[config.mk]
export PLATFORM = sky130hd
export DESIGN_NAME = fifo_lfsr
export DESIGN_NICKNAME = d
export VERILOG_FILES = /design/src/rtl/fifo_lfsr.sv
export SDC_FILE = /design/constraint.sdc
export NUM_CORES = 1
export LEC_CHECK = 0
export BUFFER_PORTS_ARGS = -buffer_cell sky130_fd_sc_hd__buf_2
export CAP_MARGIN = 5
export CORE_MARGIN = 2
export CORE_UTILIZATION = 25
export DETAILED_ROUTE_END_ITERATION = 8
export SKIP_LAST_GASP = 1
export SLEW_MARGIN = 20
export SYNTH_ARGS = -nofsm -noshare
export SYNTH_HDL_FRONTEND = slang
export SYNTH_SLANG_ARGS = --single-unit
export TNS_END_PERCENT = 1
[constraint.sdc]
create_clock -name clk -period 3.5 [get_ports clk]
set_input_delay 0.7 -clock clk [delete_from_list [all_inputs] [get_ports clk]]
set_output_delay 0.7 -clock clk [all_outputs]
set_load 0.02 [all_outputs]
[src/rtl/fifo_lfsr.sv]
// First-word fall-through FIFO between the LFSR producer and the consumer.
// Sticky overflow flag; clear flushes pointers without touching storage.
module fifo_lfsr #(
  parameter int WIDTH = 16,
  parameter int DEPTH = 8
) (
  input  logic                     clk,
  input  logic                     reset,
  input  logic                     clear,
  input  logic                     in_valid,
  input  logic [WIDTH-1:0]         in_data,
  output logic                     in_ready,
  output logic                     out_valid,
  output logic [WIDTH-1:0]         out_data,
  input  logic                     out_ready,
  output logic [$clog2(DEPTH):0]   count,
  output logic                     full,
  output logic                     empty,
  output logic                     overflow
);

  localparam int AW = $clog2(DEPTH);
  localparam int CW = AW + 1;

  logic [WIDTH-1:0] mem [DEPTH];
  logic [AW-1:0]    wr_ptr;
  logic [AW-1:0]    rd_ptr;
  logic [CW-1:0]    count_q;
  logic             overflow_q;
  logic             push;
  logic             pop;

  assign full      = (count_q == CW'(DEPTH));
  assign empty     = (count_q == '0);
  assign in_ready  = !full;
  assign out_valid = !empty;
  assign out_data  = mem[rd_ptr];
  assign count     = count_q;
  assign overflow  = overflow_q;

  assign push = in_valid && in_ready;
  assign pop  = out_valid && out_ready;

  always_ff @(posedge clk) begin
    if (reset || clear) begin
      wr_ptr     <= '0;
      rd_ptr     <= '0;
      count_q    <= '0;
      overflow_q <= 1'b0;
    end else begin
      if (push)
        wr_ptr <= wr_ptr + AW'(1);
      if (pop)
        rd_ptr <= rd_ptr + AW'(1);
      unique case ({push, pop})
        2'b10:   count_q <= count_q + CW'(1);
        2'b01:   count_q <= count_q - CW'(1);
        default: count_q <= count_q;
      endcase
      if (in_valid && full)
        overflow_q <= 1'b1;
    end
  end

  // Storage has no reset; only accepted pushes write it.
  always_ff @(posedge clk) begin
    if (!reset && !clear && push)
      mem[wr_ptr] <= in_data;
  end

endmodule

Yosys cells after proc, flatten, opt, wreduce, memory -nomap -nowiden
Memory sizes are Yosys's and may differ from the RTL's. A register that Yosys moved wholly into a read port is not among the register bits.
Index checks and enable logic that the tools add are counted.
{"block": "word_totals", "elab_cells": 29, "memories": 1, "reg_bits": 11, "ramBits": 128, "romBits": 0, "latchBits": 0}
{"name": "mem", "words": 8, "word_bits": 16, "rd": 1, "rd_ports_with_merged_regs": 1, "write_ports": 1, "line_no": "25", "rtl": "logic [WIDTH-1:0] mem [DEPTH];"}
{"block": "classes", "n_mux": 5, "n_lt_le_gt_ge": 0, "n_eq_ne": 3, "shifts": 0, "n_reduce_logical": 12, "bitwise": 0, "div_mod_pow": 0, "n_mul": 0, "addsub": 4}
{"cell": "4-bit one-hot mux with 2 select lines", "n": 1}
{"cell": "3-bit by 1-bit adder with 3-bit output (second input constant)", "n": 2}
{"cell": "3-bit 2-to-1 mux", "n": 2}
{"cell": "1-bit logical AND", "n": 5}
{"cell": "4-bit by 1-bit adder with 4-bit output (second input constant)", "n": 1}
{"cell": "4-bit equality test (second input constant)", "n": 1}
{"cell": "1-bit logical NOT", "n": 4}
{"cell": "4-bit logical NOT", "n": 1}
{"cell": "4-bit by 1-bit subtractor with 4-bit output (second input constant)", "n": 1}
{"cell": "2-bit by 1-bit equality test with 1-bit output (second input constant)", "n": 1}
{"cell": "2-bit equality test (second input constant)", "n": 1}
{"cell": "1-bit 2-to-1 mux", "n": 2}
{"cell": "2-bit nonzero test", "n": 1}
{"cell": "1-bit logical OR", "n": 1}

Longest topological paths before layout
Gate-level depths: netlist (run 1).
{"block": "logic_depth", "word_depth": 6, "ltp_mapped": 11, "mapped_depth_nobuf": 10}

Worst setup path before layout (run 1)
No wires, ideal clock.
{"block": "synth_timing", "path_kind": "input port to flip-flop", "from": "in clear", "to": "mem mem[0][0] (enable)", "t_required_ns": 3.091, "t_arrival_ns": 2.489, "slack_ns": 0.601, "n_path_buf": 0, "path_stages": 3, "path_cell_list": "or2_2 -> or3_4 -> nor3_1"}
{"block": "synth_between", "elab_chain_len": 5}
{"item": "start, declared", "line_no": "9", "rtl": "input logic clear,"}
{"item": "1-bit logical NOT", "line_no": "67", "rtl": "if (!reset && !clear && push)"}
{"item": "1-bit logical AND (2 in a row)", "line_no": "67"}
{"item": "1-bit 2-to-1 mux", "line_no": "67"}
{"item": "1-bit 2-to-1 mux (implied by the code)", "line_no": "68", "rtl": "mem[wr_ptr] <= in_data;"}
{"item": "end, declared", "line_no": "25"}
No other way between the ends.

==> results of run 1 <==
[worst max-delay path, cell delays in order, from the launching register on]
cell and delay (ps):
dfxtp_2 600, buf_12 250, mux4_1 600, mux2_2 280, buf_2 160
[through the flow]
stage | hold WS (ps) | cell area, µm² | utilization (%)
after global placement | 461.4 | 6281 | 28.60
after floorplan | 454.1 | 5640 | -
after global routing | 502.1 | 6859 | 31.24
final | 480.5 | 6862 | 31.25
after detailed placement | 454.0 | 6281 | 28.60
after CTS | 478.3 | 6859 | 31.24
[cell type report]
class | count | area [µm²]
fill | 2084 | 15100
inverter | 3 | 11.26
tap | 280 | 350.3
sequential | 142 | 4125
timing repair buffer | 63 | 372.9
clock buffer | 17 | 425.4
clock inverter | 15 | 152.6
antenna | 1 | 2.502
multi-input combinational | 110 | 1421
[cell usage after synthesis, drive strengths merged, types with 2 or more instances]
| cell | n |
|---|---|
| nand3 | 4 |
| or3 | 3 |
| buf | 9 |
| edfxtp | 128 |
| inv | 3 |
| mux2i | 2 |
| nand2 | 7 |
| ha | 5 |
| mux4 | 32 |
| clkbuf | 4 |
| dfxtp | 14 |
| a21oi | 5 |
| mux2 | 17 |
| nor2 | 15 |
| nor3 | 3 |
| xor2 | 7 |
| nand2b | 2 |
[state kept, by name, summed over array words and instances (netlist names), named ones only]
signal / count
mem: 128
wr_ptr: 3
rd_ptr: 3
count: 4
overflow: 1
[cell families (layout without fill, tap and decap cells)]
group,count (synthesis),count (layout),synth area share (%)
buf+inv,16,98,1.863
compound gates,8,8,0.8428
mux,51,51,18.26
simple gates,39,39,3.594
flops,142,142,73.11
xor+xnor,7,7,1.220
fa+ha+maj,5,5,1.109
other cells,0,1,0
[per-layer routing]
metal / track usage, % / part of all wire [%]
met3: 2.942 / 4.1
met5: 0 / 0
met4: 3.071 / 0.91
met1: 12.30 / 45
met2: 16.06 / 50
[how the worst min path moves through the flow]
stage                           startpoint                    end  cells past startpoint
global placement     overflow$_SDFFE_PP0P_  overflow$_SDFFE_PP0P_                      2
floorplan           rd_ptr[1]$_SDFFE_PP0P_                   flop                      2
CTS                  overflow$_SDFFE_PP0P_  overflow$_SDFFE_PP0P_                      2
finish               overflow$_SDFFE_PP0P_  overflow$_SDFFE_PP0P_                      2
detailed placement   overflow$_SDFFE_PP0P_  overflow$_SDFFE_PP0P_                      2
global route         overflow$_SDFFE_PP0P_  overflow$_SDFFE_PP0P_                      2
[power by group]
part	switching (mW)	internal [mW]	leakage, nW
Combinational	0.0803	0.0562	0.770
Clock	0.722	1.00	0.271
Sequential	0.00995	1.86	1.27
==> summary.txt, run 1 <==
Status
  • Run status: complete, no violations

Detailed routing
  • Wirelength per Cell: around 18 µm
  • DR vias/cell: 4.369
  • Detailed-routing iteration count for the pre-antenna-repair pass: 4
  • Final routed wirelength across all metal layers: ~11000 µm
  • Routed Antenna Nets: 0
  • Via count: 2757
  • DRC marker count from the first detailed-route iteration: 206
  • Residual DRC: 0

CTS
  • Cts hold-fix bufs: 0
  • Number of gates resized after CTS: 0
  • Number of buffers on the longest clock path: 2
  • Clock tree from TritonCTS: done
  • H-tree depth reported by CTS: 4
  • Clock latency reported for the late side of the worst-skew pair: 410 ps
  • Sinks on the clock net: 142
  • Register clock-pin slew on the reported worst setup and hold paths: 60 ps
  • Post-CTS Setup Repair Bufs: 0
  • Clock buffers created by TritonCTS: 17
  • Root buffer cell: clkbuf_16

Worst setup path
  • Worst-case reg-to-reg path depth: 10
  • CP required: 2800 ps
  • Endpoint arrival time on the critical path: between 2000 and 2500 ps
  • CP max FO: 20
  • Type of the setup path with the least slack: flop to primary output
  • Critical R2R Capture: count[2]$_SDFFE_PP0P_
  • Critical Path End: out_data[5]
  • Element type at the critical path end: primary output
  • Worst reg2reg setup slack: 840 ps
  • Launch point of the worst reg-to-reg path: count[1]$_SDFFE_PP0P_
  • Type of origin of the critical path: flop

Timing
  • Max-slew violation count: 0
  • Sum of negative setup slack: 0 ps
  • RSZ-0062 raised after global routing: false
  • Share of the cycle needed by the critical path after routing: 85.80%
  • Setup WS post-layout: 496.9 ps
  • Timing-limited maximum frequency: around 0.33 GHz
  • Final critical-path required period: 3003 ps
  • Max-Slew Margin vs Limit: 37.18%
  • Number of hold-slack violations in the final timing report: 0
  • Final Setup Violations: 0
  • Layout Skew: 9.939 ps
  • Transition time at the pin with the least slew margin: 941.0 ps

Yosys
  • EDFF count, synth: 128
  • Share of synthesized area occupied by flip-flops and latches: 73.11%
  • Number of different library cells in the post-synthesis netlist: 35
  • Portion of synthesized cell area occupied by the leading cell type: ~68%
  • Ranking of synthesized cells by area: edfxtp_1 68%, mux4_1 12%, dfxtp_1 5.0%
  • Post-synthesis async set-or-reset flop share: 0%
  • Synth Net Count: 294
  • Flip-flop and latch count after synthesis: 142
  • Avg Cell Area, Syn: 21.05 µm²
  • Yosys warns: 0
  • Combined area of all synthesized cells: ~0.0056 mm²
  • Yosys top cell by area: edfxtp_1
  • Mapped Cells: 268
  • Main synth FF type: edfxtp_1

Floorplanning
  • Number of cell rows: 54
  • Ports placed on the boundary: 46
  • Initial cell density of the core: between 20% and 30%
  • Die height: 154.2 µm
  • Core footprint: roughly 0.022 mm²
  • Die width: about 150 µm
  • Die Area: 0.02378 mm²

Placement
  • Count of placed standard cells including taps: around 600
  • Post-DP HPWL: 7313 µm
  • Minimum setup slack after placement: 822.1 ps
  • Buffers added on ports: 45
  • Weighted congestion reported at the end of routability-driven placement: 0.6871

Cells and area
  • Non-filler cells, final: between 600 and 700
  • Relative area change from synthesis to final layout: 21.65%
  • Proportion of layout cells with a drive suffix above 1: 36.00%
  • NumNets Final: about 360
  • Leading cell types in the layout, fill and taps excluded: 128 x edfxtp_1, 45 x buf_2, 26 x mux4_1
  • Commonest non-fill, non-tap cell in the layout: edfxtp_1

Pwr
  • Tot Pwr: ~3.7 mW
  • P per Cell Area: 543.0 mW/mm²
  • Lkg Pwr: 2.309 nW
  • Maximum VDD drop: 0.0003022 V

Min path
  • Hold/Removal Path Class: flop to flop

Global routing
  • Initial antenna violation count: 0
  • Maximum number of pins on one net before global-route repair: 33
  • Number of global-route vias before repair: 2868
  • Overall track demand over capacity in global routing: 9.720%
  • Remaining Overflow, GRT: 0
  • Wire length of the first global-routing pass: 17080 µm

Run
  • Maximum Capacitance Violations: 0
Power figures use the tool's default switching activity.
==> inputs of run 2 (changes only) <==
- PLACE_DENSITY_LB_ADDON: not set -> 0.05
==> summary.txt, run 2 (synthesis gave the netlist of run 1 again) <==
Worst setup path
  • CP max FO: 14 (-30%)
  • Type of origin of the critical path: flop
  • Endpoint arrival time on the critical path: 2370 ps (+70 ps)
  • Critical R2R Capture: count[2]$_SDFFE_PP0P_
  • Type of the setup path with the least slack: flop to primary output
  • Element type at the critical path end: primary output
  • Launch point of the worst reg-to-reg path: count[1]$_SDFFE_PP0P_
  • Critical Path End: out_data[14]
  • Worst-case reg-to-reg path depth: 10 (unchanged)
  • Worst reg2reg setup slack: 880 ps (+40 ps)
  • CP required: 2800 ps (about the same)

Pwr
  • Portion of total power attributed to the clock network: 50.0% (+3.8 points)
  • Maximum VDD drop: 0.0002651 V (-12%)
  • P per Cell Area: 577.3 mW/mm² (+6.3%)
  • Tot Pwr: 4.011 mW (+7.6%)
  • Power share of the sequential group: 46.6% (-3.5 points)
  • Net switching power: 764.8 µW (-5.8%)
  • Power share of the combinational group: 3.5% (-0.2 points)
  • Cell-internal power: 3.246 mW (+11%)
  • Fraction of power spent switching nets: 19.07% (-2.7 points)
  • Lkg Pwr: 2.355 nW (+2.0%)

Timing
  • Final Setup Violations: 0 (unchanged)
  • Setup WS post-layout: 434.9 ps (-62.06 ps)
  • Share of the cycle needed by the critical path after routing: 87.58% (+1.8 points)
  • Max-Slew Margin vs Limit: 64.16% (+27 points)
  • Final critical-path required period: 3065 ps (+62.06 ps)
  • RSZ-0062 raised after global routing: false
  • Sum of negative setup slack: 0 ps (unchanged)
  • Max-slew violation count: 0 (unchanged)
  • Timing-limited maximum frequency: 0.3263 GHz (-2.0%)
  • Transition time at the pin with the least slew margin: 537.7 ps (-403.4 ps)
  • Number of hold-slack violations in the final timing report: 0 (unchanged)
  • Layout Skew: 10.22 ps (+0.2857 ps)

Detailed routing
  • Routed Antenna Nets: 0 (unchanged)
  • Final routed wirelength across all metal layers: 12360 µm (+11%)
  • Residual DRC: 0 (unchanged)
  • Via count: 2768 (+0.40%)
  • Detailed-routing iteration count for the pre-antenna-repair pass: 5 (+1)
  • DRC marker count from the first detailed-route iteration: 195 (-5.3%)
  • Wirelength per Cell: 19.55 µm (+11%)
  • DR vias/cell: 4.380 (+0.24%)

Cells and area
  • Flip-flop count of the largest register after layout: 128 (unchanged)
  • Relative area change from synthesis to final layout: 23.18%
  • Leading cell types in the layout, fill and taps excluded: 128 x edfxtp_1, 45 x buf_2, 26 x mux4_1
  • NumNets Final: 365 (+0.55%)
  • Final-layout fill cell count: 2099 (+0.72%)
  • Antenna fix cells: 0 (-1)
  • Top reg by flops: mem
  • Post-route cell area: 0.006948 mm² (+1.3%)
  • Commonest non-fill, non-tap cell in the layout: edfxtp_1
  • Proportion of layout cells with a drive suffix above 1: 34.66% (-1.3 points)

Floorplanning
  • Die Area: 0.02378 mm² (unchanged)
  • Die height: 154.2 µm (unchanged)
  • Core footprint: 0.02196 mm² (unchanged)
  • Initial cell density of the core: 25.69% (unchanged)
  • Ports placed on the boundary: 46 (unchanged)
  • Die width: 154.2 µm (unchanged)
  • Number of cell rows: 54 (unchanged)

Placement
  • Buffers added on ports: 45 (unchanged)
  • Minimum setup slack after placement: 769.5 ps (-52.55 ps)
  • Post-DP HPWL: 7593 µm (+3.8%)
  • Cell area after placement: 0.006296 mm² (+0.24%)
  • Weighted congestion reported at the end of routability-driven placement: 0.6403 (-6.8%)

CTS
  • Post-CTS Setup Repair Bufs: 0 (unchanged)
  • Clock buffers created by TritonCTS: 17 (unchanged)
  • Sinks on the clock net: 142 (unchanged)
  • Register clock-pin slew on the reported worst setup and hold paths: 60 ps (about the same)
  • Root buffer cell: clkbuf_16
  • Clock tree from TritonCTS: done
  • Cts hold-fix bufs: 0 (unchanged)
  • H-tree depth reported by CTS: 4 (unchanged)
  • Number of gates resized after CTS: 0 (unchanged)
  • Number of buffers on the longest clock path: 2 (unchanged)
  • Clock latency reported for the late side of the worst-skew pair: 420 ps (about the same)

Global routing
  • Number of global-route vias before repair: 2858 (-0.35%)
  • Overall track demand over capacity in global routing: 11.05% (+1.3 points)
  • Wire length of the first global-routing pass: 18590 µm (+8.8%)
  • Maximum number of pins on one net before global-route repair: 19 (-42%)
  • Remaining Overflow, GRT: 0 (unchanged)
  • Initial antenna violation count: 0 (unchanged)

Status
  • Run status: complete, no violations

Run
  • Maximum Capacitance Violations: 0 (unchanged)

Min path
  • Hold/Removal Path Class: flop to flop
[run 2: cell types whose count changed in the layout (fill, tap and decap cells not counted), sizes merged]
cell	previous run	this run
clkinvlp	4	2
buf	63	65
bufinv	1	6
clkbuf	17	20
inv	10	4
diode	1	0
[run 2: power groups by stage]
stage | Clock, mW | Sequential, mW | Combinational (mW)
after global placement | 0 | 1.90 | 0.139
after global routing | 2.12 | 1.87 | 0.154
after floorplan | 0 | 1.90 | 0.0829
final | 2.00 | 1.87 | 0.138
after detailed placement | 0 | 1.90 | 0.142
after CTS | 2.06 | 1.87 | 0.142
[run 2: final cells by class]
type	count	area [µm²]	area share, %
clock buffers	20	436.7	6.285
clock inverters	12	215.2	3.097
inverters	3	11.26	0.1621
multi-input cells	110	1421	20.46
flip-flops and latches	142	4125	59.37
well taps	280	350.3	5.042
repair buffers	65	387.9	5.583
[run 2: critical path, stage by stage, from the launching register on]
cell and delay [ps]:
dfxtp_2 670, buf_4 290, mux4_1 560, mux2_2 270
buf_2 160
[run 2: metrics by stage]
| stage | hold slack, ps | std cells | utilization, % |
|---|---|---|---|
| 2_1_floorplan | 454.1 | 268 | - |
| 3_3_place_gp | 452.3 | 600 | 28.67 |
| 3_5_place_dp | 462.1 | 600 | 28.67 |
| 4_1_cts | 485.3 | 632 | 31.64 |
| 5_1_grt | 526.1 | 632 | 31.64 |
| 6_report | 473.8 | 632 | 31.64 |
[run 2: per-layer routing]
metal  wire [µm]  vias to the layer above  GRT usage, %
met4         146                        0         3.605
li1            -                     1259             -
met2        5823                       50         17.25
met3         411                       12         3.278
met1        5976                     1447         14.83
met5           0                        -             0
[run 2: how the worst min path moves through the flow]
stage / startpoint / endpoint / slack [ps] / depth (start not counted)
after CTS: overflow$_SDFFE_PP0P_ / overflow$_SDFFE_PP0P_ / 490 / 2
after global routing: overflow$_SDFFE_PP0P_ / overflow$_SDFFE_PP0P_ / 530 / 2
after floorplan: rd_ptr[1]$_SDFFE_PP0P_ / flop / 450 / 2
after detailed placement: overflow$_SDFFE_PP0P_ / overflow$_SDFFE_PP0P_ / 460 / 2
final: overflow$_SDFFE_PP0P_ / overflow$_SDFFE_PP0P_ / 470 / 2
after global placement: overflow$_SDFFE_PP0P_ / overflow$_SDFFE_PP0P_ / 450 / 2
==> inputs of run 3 (changes only) <==
- CORE_MARGIN: 2 -> 3
- CORE_UTILIZATION: 25 -> 45
==> summary.txt, run 3 (synthesis gave the netlist of run 1 again) <==
Status
  • Run status: complete, no violations

Pwr
  • P per Cell Area: 533.3 mW/mm² (-7.6%)
  • Maximum VDD drop: 0.0003212 V (+21%)
  • Lkg Pwr: 2.304 nW (-2.2%)

Detailed routing
  • Final routed wirelength across all metal layers: 10040 µm (-19%)
  • Routed Antenna Nets: 0 (unchanged)
  • Via count: 2700 (-2.5%)
  • Wirelength per Cell: 19.31 µm (-1.3%)
  • Detailed-routing iteration count for the pre-antenna-repair pass: 4 (-1)
  • DRC marker count from the first detailed-route iteration: 161 (-17%)
  • DR vias/cell: 5.192 (+19%)
  • Residual DRC: 0 (unchanged)

CTS
  • Clock latency reported for the late side of the worst-skew pair: 410 ps (about the same)
  • Clock buffers created by TritonCTS: 17 (unchanged)
  • Clock tree from TritonCTS: done
  • Root buffer cell: clkbuf_16
  • H-tree depth reported by CTS: 4 (unchanged)
  • Number of buffers on the longest clock path: 2 (unchanged)
  • Post-CTS Setup Repair Bufs: 0 (unchanged)
  • Cts hold-fix bufs: 0 (unchanged)
  • Sinks on the clock net: 142 (unchanged)
  • Register clock-pin slew on the reported worst setup and hold paths: 50 ps (about the same)
  • Number of gates resized after CTS: 0 (unchanged)

Worst setup path
  • Endpoint arrival time on the critical path: 2250 ps (-120 ps)
  • CP max FO: 20 (+6)
  • CP required: 2800 ps (about the same)
  • CP peak stage delay: 580 ps (-90 ps)
  • Critical R2R Capture: count[2]$_SDFFE_PP0P_
  • Worst-case reg-to-reg path depth: 10 (unchanged)
  • Type of the setup path with the least slack: flop to primary output
  • Type of origin of the critical path: flop
  • Launch point of the worst reg-to-reg path: count[1]$_SDFFE_PP0P_
  • CP Cell Sequence: buf_12, mux4_1, mux2_2, buf_2
  • Critical Path End: out_data[7]
  • Element type at the critical path end: primary output
  • Critical-path top delay cell: dfxtp_2
  • Worst reg2reg setup slack: 920 ps (+40 ps)

Cells and area
  • Proportion of layout cells with a drive suffix above 1: 33.81% (-0.85 points)
  • Relative area change from synthesis to final layout: 18.26%
  • Flip-flop count of the largest register after layout: 128 (unchanged)
  • Commonest non-fill, non-tap cell in the layout: edfxtp_1
  • Top reg by flops: mem
  • Leading cell types in the layout, fill and taps excluded: 128 x edfxtp_1, 45 x buf_2, 26 x mux4_1
  • NumNets Final: 365 (unchanged)
  • Antenna fix cells: 0 (unchanged)

Floorplanning
  • Die Area: 0.01391 mm² (-41%)
  • Die width: 118.0 µm (-24%)
  • Core footprint: 0.01211 mm² (-45%)
  • Number of cell rows: 40 (-26%)
  • Initial cell density of the core: 46.57% (+21 points)
  • Ports placed on the boundary: 46 (unchanged)
  • Die height: 118.0 µm (-24%)

Global routing
  • Initial antenna violation count: 0 (unchanged)
  • Number of global-route vias before repair: 2829 (-1.0%)
  • Maximum number of pins on one net before global-route repair: 21 (+2)
  • Wire length of the first global-routing pass: 16100 µm (-13%)
  • Overall track demand over capacity in global routing: 15.87% (+4.8 points)
  • Remaining Overflow, GRT: 0 (unchanged)

Timing
  • Setup WS post-layout: 551.8 ps (+116.9 ps)
  • Timing-limited maximum frequency: 0.3392 GHz (+4.0%)
  • Final Setup Violations: 0 (unchanged)
  • Max-slew violation count: 0 (unchanged)
  • Share of the cycle needed by the critical path after routing: 84.24% (-3.3 points)
  • Max-Slew Margin vs Limit: 73.04% (+8.9 points)
  • RSZ-0062 raised after global routing: false
  • Final critical-path required period: 2948 ps (-116.9 ps)
  • Layout Skew: 7.941 ps (-2.283 ps)
  • Transition time at the pin with the least slew margin: 404.4 ps (-133.3 ps)
  • Sum of negative setup slack: 0 ps (unchanged)
  • Worst hold slack: 480.9 ps (+7.152 ps)
  • Number of hold-slack violations in the final timing report: 0 (unchanged)

Placement
  • Post-DP HPWL: 6148 µm (-19%)
  • Weighted congestion reported at the end of routability-driven placement: 0.6814 (+6.4%)
  • Minimum setup slack after placement: 910.0 ps (+140.5 ps)
  • Buffers added on ports: 45 (unchanged)

Run
  • Maximum Capacitance Violations: 0 (unchanged)

Min path
  • Startpoint of the lowest-slack hold path: overflow$_SDFFE_PP0P_
  • Hold/Removal Path Class: flop to flop
==> run 3: changes by cell type in the layout (fill, tap and decap cells not counted), sizes merged <==
| cell | before | now |
|---|---|---|
| inv | 4 | 3 |
| bufinv | 6 | 1 |
| clkinvlp | 2 | 0 |
| clkinv | 3 | 11 |
==> run 3: final cells by class <==
cell class / count / area [µm²]
fillers: 995 / 5441
clock inverters: 12 / 77.57
well taps: 168 / 210.2
clock buffers: 20 / 436.7
repair buffers: 65 / 387.9
flip-flops and latches: 142 / 4125
multi-input cells: 110 / 1421
inverters: 3 / 11.26
==> run 3: worst min-delay path by stage <==
| stage | end | slack [ps] | cells past startpoint |
|---|---|---|---|
| 2_1_floorplan | flop | 450 | 2 |
| 3_3_place_gp | overflow$_SDFFE_PP0P_ | 450 | 2 |
| 3_5_place_dp | overflow$_SDFFE_PP0P_ | 450 | 2 |
| 4_1_cts | overflow$_SDFFE_PP0P_ | 480 | 2 |
| 5_1_grt | overflow$_SDFFE_PP0P_ | 530 | 2 |
| 6_report | overflow$_SDFFE_PP0P_ | 480 | 2 |
==> run 3: per-stage QoR <==
stage	cells	area (µm²)	power, mW	util [%]
5_1_grt	520	6670	3.692	55.07
4_1_cts	520	6670	3.597	55.07
6_report	520	6670	3.558	55.07
3_3_place_gp	488	6156	2.036	50.83
2_1_floorplan	268	5640	1.985	-
3_5_place_dp	488	6156	2.040	50.83
==> run 3: layer usage <==
layer / wire [µm] / global-route usage, % / share of wire (%)
met2: 5031 / 25.26 / 50
met3: 364 / 4.517 / 3.6
met1: 4421 / 20.09 / 44
met5: 0 / 0 / 0
met4: 222 / 7.766 / 2.2
==> run 3: power breakdown <==
group | total [mW] | switching, mW | leakage [nW] | internal [mW]
clock network | 1.55 | 0.602 | 0.256 | 0.952
registers | 1.87 | 0.00922 | 1.27 | 1.86
logic | 0.134 | 0.0783 | 0.781 | 0.0562
total | 3.56 | 0.690 | 2.30 | 2.87
==> run 3: critical path, delay by kind of cell (launching register included) <==
family | cells | cell delay, ps
flip-flops | 1 | 580
buffers and inverters | 2 | 410
multiplexers | 2 | 850
